[src/rtl/alsu_op_controller.sv]
// Sequences one ALSU operation per command: latch operands, sample the ALSU
// result for one cycle, then hold the response until the consumer takes it.
module alsu_op_controller (
  input  logic       clk,
  input  logic       rst,
  // Command channel. A command transfers on a rising edge where cmd_valid
  // and cmd_ready are both 1; the response transfers likewise on rsp_valid
  // and rsp_ready. A source may not withdraw or change a presented item.
  input  logic       cmd_valid,
  output logic       cmd_ready,
  input  logic [3:0] cmd_a,
  input  logic [3:0] cmd_b,
  input  logic [5:0] cmd_sel,
  input  logic       cmd_use_acc,
  output logic [3:0] alsu_a,
  output logic [3:0] alsu_b,
  output logic [5:0] alsu_sel,
  input  logic [3:0] alsu_out,
  input  logic       alsu_carry,
  input  logic       alsu_neg,
  output logic       rsp_valid,
  input  logic       rsp_ready,
  output logic [3:0] rsp_data,
  output logic       rsp_carry,
  output logic       rsp_neg,
  output logic [7:0] op_count,
  output logic [1:0] dbg_state
);

  typedef enum logic [1:0] {
    IDLE  = 2'd0,
    ISSUE = 2'd1,
    RESP  = 2'd2
  } state_t;

  state_t     state;
  state_t     state_nxt;
  logic [3:0] acc;
  logic       accept;
  logic       capture;
  logic       handshake;

  assign dbg_state = state;

  always_comb begin
    state_nxt = state;
    cmd_ready = 1'b0;
    rsp_valid = 1'b0;
    accept    = 1'b0;
    capture   = 1'b0;
    handshake = 1'b0;
    unique case (state)
      IDLE: begin
        cmd_ready = 1'b1;
        if (cmd_valid) begin
          accept    = 1'b1;
          state_nxt = ISSUE;
        end
      end
      ISSUE: begin
        capture   = 1'b1;
        state_nxt = RESP;
      end
      RESP: begin
        rsp_valid = 1'b1;
        if (rsp_ready) begin
          handshake = 1'b1;
          state_nxt = IDLE;
        end
      end
      default: state_nxt = IDLE;
    endcase
  end

  always_ff @(posedge clk) begin
    if (rst) state <= IDLE;
    else     state <= state_nxt;
  end

  // The ALSU only ever sees the latched copy, so it stays stable while the
  // command bus is free to change.
  always_ff @(posedge clk) begin
    if (rst) begin
      alsu_a   <= 4'd0;
      alsu_b   <= 4'd0;
      alsu_sel <= 6'd0;
    end else if (accept) begin
      alsu_a   <= cmd_use_acc ? acc : cmd_a;
      alsu_b   <= cmd_b;
      alsu_sel <= cmd_sel;
    end
  end

  // Logic/shift codes (sel[5]) report no carry or sign, whatever the ALSU says.
  always_ff @(posedge clk) begin
    if (rst) begin
      rsp_data  <= 4'd0;
      rsp_carry <= 1'b0;
      rsp_neg   <= 1'b0;
      acc       <= 4'd0;
    end else if (capture) begin
      rsp_data  <= alsu_out;
      acc       <= alsu_out;
      rsp_carry <= alsu_sel[5] ? 1'b0 : alsu_carry;
      rsp_neg   <= alsu_sel[5] ? 1'b0 : alsu_neg;
    end
  end

  always_ff @(posedge clk) begin
    if (rst)            op_count <= 8'd0;
    else if (handshake) op_count <= op_count + 8'd1;
  end

endmodule

[config.mk]
export PLATFORM = sky130hd
export DESIGN_NAME = alsu_op_controller
export DESIGN_NICKNAME = d
export VERILOG_FILES = /design/src/rtl/alsu_op_controller.sv
export SDC_FILE = /design/constraint.sdc
export NUM_CORES = 1
export LEC_CHECK = 0
export CAP_MARGIN = 10
export CORE_MARGIN = 10
export CORE_UTILIZATION = 40
export DETAILED_ROUTE_END_ITERATION = 7
export PLACE_DENSITY = 0.85
export SLEW_MARGIN = 20
export SYNTH_ARGS = -nofsm -noshare
export SYNTH_HDL_FRONTEND = slang
export SYNTH_SLANG_ARGS = --single-unit
[constraint.sdc]
create_clock -name clk -period 1.4 [get_ports clk]
set_input_delay 0.35 -clock clk [delete_from_list [all_inputs] [get_ports clk]]
set_output_delay 0.35 -clock clk [all_outputs]
set_load 0.05 [all_outputs]
; Word level (Yosys, flattened, before mapping)
; Index checks and enable logic that the tools add are counted.
[classes]
addsub = 1
n_eq_ne = 4
muxes = 13
n_reduce_logical = 2
[ops]
columns = operator, n
row1 = 1-bit two-way mux, 9
row2 = "8-bit by 1-bit adder with 8-bit output, second input constant", 1
row3 = 2-bit one-hot mux with 3 select lines, 1
row4 = 2-bit two-way mux, 2
row5 = 4-bit two-way mux, 1
row6 = "2-bit != test, second input constant", 2
row7 = "2-bit by 1-bit == test with 1-bit output, second input constant", 1
row8 = "2-bit == test, second input constant", 1
row9 = 2-bit logical NOT, 1
row10 = 2-bit AND reduction, 1
[word_totals]
reg_bits = 30
in_bits = 25
out_inout_bits = 32
word_cells = 28

; Logic depth before layout (Yosys ltp)
[logic_depth]
ltp_word = 3
ltp_mapped = 5

; Worst setup path after synthesis
; Ideal clock, no wire load.
[synth_timing]
path_kind = flip-flop to output port
from = register state[1] (netlist: dbg_state[1])
to = output port rsp_valid
arrival_time_ps = 1555
t_required_ps = 1050
setup_slack_ps = -505
path_stages_with_launch = 2
path_buffers = 0
cell_sequence = dfxtp_1 -> nor2b_1
[synth_via]
elab_chain_len = 2
[synth_rtl]
columns = item, line_no
row1 = "start, declared", 36  ; state_t state;
row2 = "start signal, assigned", 77  ; else state <= state_nxt;
row3 = 2-bit == test, 52  ; unique case (state)
row4 = 1-bit two-way mux, 52
row5 = "end, declared", 21  ; output logic rsp_valid,
; No other way between the ends.

; Worst setup path in the final report
[layout_timing]
from = register state[0] (netlist: dbg_state[0])
to = output port rsp_valid
; The elaborated chain is that of the path after synthesis.

==> flow_summary.ini <==
[floorplanning]
core_um2 = 2810
die_h_um = 74.5
die_area_um2 = 5560
initial_core_util_pct = 42.4
rows = 19
ios = 57
die_w_um = 74.5

[logic_synthesis]
yosys-top-cells-count = dfxtp_1 (30), nor2_1 (21), mux2i_1 (19), a21oi_1 (8)
synth_top_cell_by_area = dfxtp_1
synthTopCellsByArea = dfxtp_1 (50%), mux2i_1 (16%), nor2_1 (6.6%)
synth_nets = 145
synth_area_um2 = 1190
syn_avg_cell_area_um2 = 10.0
synth_ff_type = dfxtp_1
synthCells = 119
synth_seq_cells = 30
synth-edff-count = 0
synth_seq_area_share_pct = 50.5
yosysUniqueCellTypes = 26
synth_top_cell_area_share_pct = 50.5
synth_warnings = 0
async_flop_share_pct = 0
yosysMostFrequentCell = dfxtp_1

[setup_path]
critPathCaptureType = primary output
worstPathRequired_ns = 1.05
r2r_setup_slack_ns = -0.02
cp_max_fo = 3
worstReg2RegStart = dbg_state[1]
worstSetupStartpoint = dbg_state[0]
startpoint_type = flip-flop
crit_arrival_ns = 1.12
reg2reg_depth = 5
r2r-end = alsu_sel[3]
criticalPathCategory = flip-flop to primary output

[layout]
fill_cells = 122
syn_to_final_growth_pct = 99.9
multi_input_comb_area_um2 = 619
diodes = 0
fin_nets = 218
instances_no_fill = 224
final_layout_size_suffix_gt1_share_pct = 40.4
seq_area_um2 = 618

[power]
switchingPower_mw = 0.685
ir_drop_uv = 1060
p_int_mw = 1.48
pwr-share-clk_pct = 25.4
power_mw = 2.16
p_leak_nw = 0.993
pwr-share-comb_pct = 30.8
switching_share_pct = 31.7
power_density_nw_per_um2 = 909
p_seq_share_pct = 43.8

[placed_design]
dp_cells = 209
dpl.hpwl_mm = 3.17
io_buffer_count = 56
place.gp.congestion = 0.739

[hold_path]
hold_start = rsp_ready
worstHoldPathCells = 3
hold_class = input pin to flip-flop
min_to = dbg_state[1]

[routing]
vias = 1195
finalWirelength_mm = 4.71
drtIter0Drc = 149
route.antenna.remaining_nets = 0
dr_wl_met2_mm = 2.44
routedWlPerCell_um = 21.0
vias_per_cell = 5.33
top_layer = met4
remaining_drc_errors = 0
met3_length_um = 536
drtPass1Iterations = 4
wl_met1_mm = 1.63

[clocking]
clockRootBuffer = clkbuf_4
numCtsBuffers = 5
clk-insertion-delay-late_ns = 0.35
cts_sinks = 30
clkTransAtPathRegs_ns = 0.10
h-tree-depth = 2
tritoncts = done
clockBufferDepth = 2

[timing]
slew_headroom_pct = 81.2
layout_setup_ws_ns = -0.0735
max_clock_freq_mhz = 679
worst_slew_pin_slew_ns = 0.282
report.final.slew_viol_count = 0
report.final.hold_viol_count = 0
fin_worst_skew_ns = 0.0131
rsz0062_at_grt = yes
finalCritPeriodShare_pct = 105
setup_violations = 6
min_period_ns = 1.47

[global_routing]
grt_pass1_vias = 1316
grt_max_degree = 31
grt_pass1_wl_mm = 6.62
grt_overflow_total = 0
antenna_found_initial = 0
grtUsageTotal_pct = 15.9

[run_status]
violations = negative setup slack
status = complete, but fails checks

[job]
maxCapViolations = 0
==> what timing repair did <==
item / CTS / global route
endpoints found under the setup margin: 2 / 24
buffers inserted: 4 / 3
gates resized for setup: 2 / 17
pin swaps: 0 / 11
hold buffers: 0 / 0
==> how the worst max path moves through the flow <==
stage / endpoint / cells past startpoint
finish: rsp_valid / 3
global route: rsp_valid / 3
CTS: rsp_valid / 3
detailed placement: op_count[5] / 4
global placement: op_count[5] / 4
floorplan: op_count[5] / 3
==> sequential cells by signal (all words and copies together) (netlist names) <==
signal	flops
dbg_state	2
alsu_a	4
alsu_b	4
acc	4
op_count	8
rsp_carry	1
alsu_sel	6
rsp_neg	1
==> layout by cell type, fill, tap and decap left out, types with 2 or more instances in the layout <==
cell | Yosys | layout
nand4_1 | 2 | 2
clkdlybuf4s50_1 | 0 | 23
buf_4 | 0 | 11
nor2b_1 | 3 | 2
clkbuf_4 | 1 | 5
nor2_1 | 21 | 20
dfxtp_4 | 0 | 3
nand2_1 | 4 | 4
a21oi_2 | 0 | 3
buf_6 | 1 | 5
a211oi_2 | 0 | 4
o21ai_0 | 3 | 3
buf_12 | 0 | 33
or3b_1 | 2 | 2
or3_1 | 3 | 2
mux2i_1 | 19 | 19
dfxtp_2 | 0 | 5
dfxtp_1 | 30 | 22
a21oi_1 | 8 | 5
o31ai_1 | 2 | 2
==> routing by layer <==
| layer | up-vias | global-route usage (%) |
|---|---|---|
| met5 | - | 0 |
| met4 | 0 | 6.30 |
| met3 | 9 | 10.8 |
| met2 | 54 | 27.6 |
| met1 | 568 | 14.4 |
| li1 | 564 | - |
==> power groups by stage <==
stage                     Clock, mW  Combinational, mW  Sequential [mW]
after global placement            0              0.590            0.964
final                         0.550              0.665            0.947
after detailed placement          0              0.608            0.968
after global routing          0.585              0.692            0.952
after CTS                     0.563              0.625            0.944
after floorplan                   0              0.137             1.09
==> final cells by class <==
class,count,share of cell area (%)
Timing Repair Buffer,73,43.8
Multi-Input combinational cell,82,26.0
Clock buffer,7,2.31
Tap cell,31,1.63
Clock inverter,1,0.210
Sequential cell,30,26.0
==> logic make-up after synthesis <==
kind of cell               share of synthesized area [%]
DFF                                                 50.5
adders and majority gates                           1.05
muxes                                               16.0
buffers and inverters                               3.26
and+or+nand+nor                                     19.3
AOI/OAI and AO/OA                                   8.41
xor gates and xnor gates                            1.47
==> critical path: stages (launching register included) <==
cell     delay, ns
dfxtp_2       0.34
buf_6         0.13
nor2b_4       0.15
buf_12        0.15
==> stage by stage <==
stage | hold slack (ns) | setup slack (ns) | util (%) | area, um^2 | setup TNS [ns]
2_1_floorplan | 0.494 | 0.00477 | - | 1210 | 0
3_3_place_gp | 0.480 | -0.302 | 78.0 | 2190 | -3.80
3_5_place_dp | 0.485 | -0.352 | 78.0 | 2190 | -4.73
4_1_cts | 0.503 | -0.0547 | 81.4 | 2280 | -0.104
5_1_grt | 0.444 | -0.114 | 84.8 | 2380 | -0.733
6_report | 0.403 | -0.0735 | 84.8 | 2380 | -0.176
No activity file was read; power rests on OpenSTA's default activity.
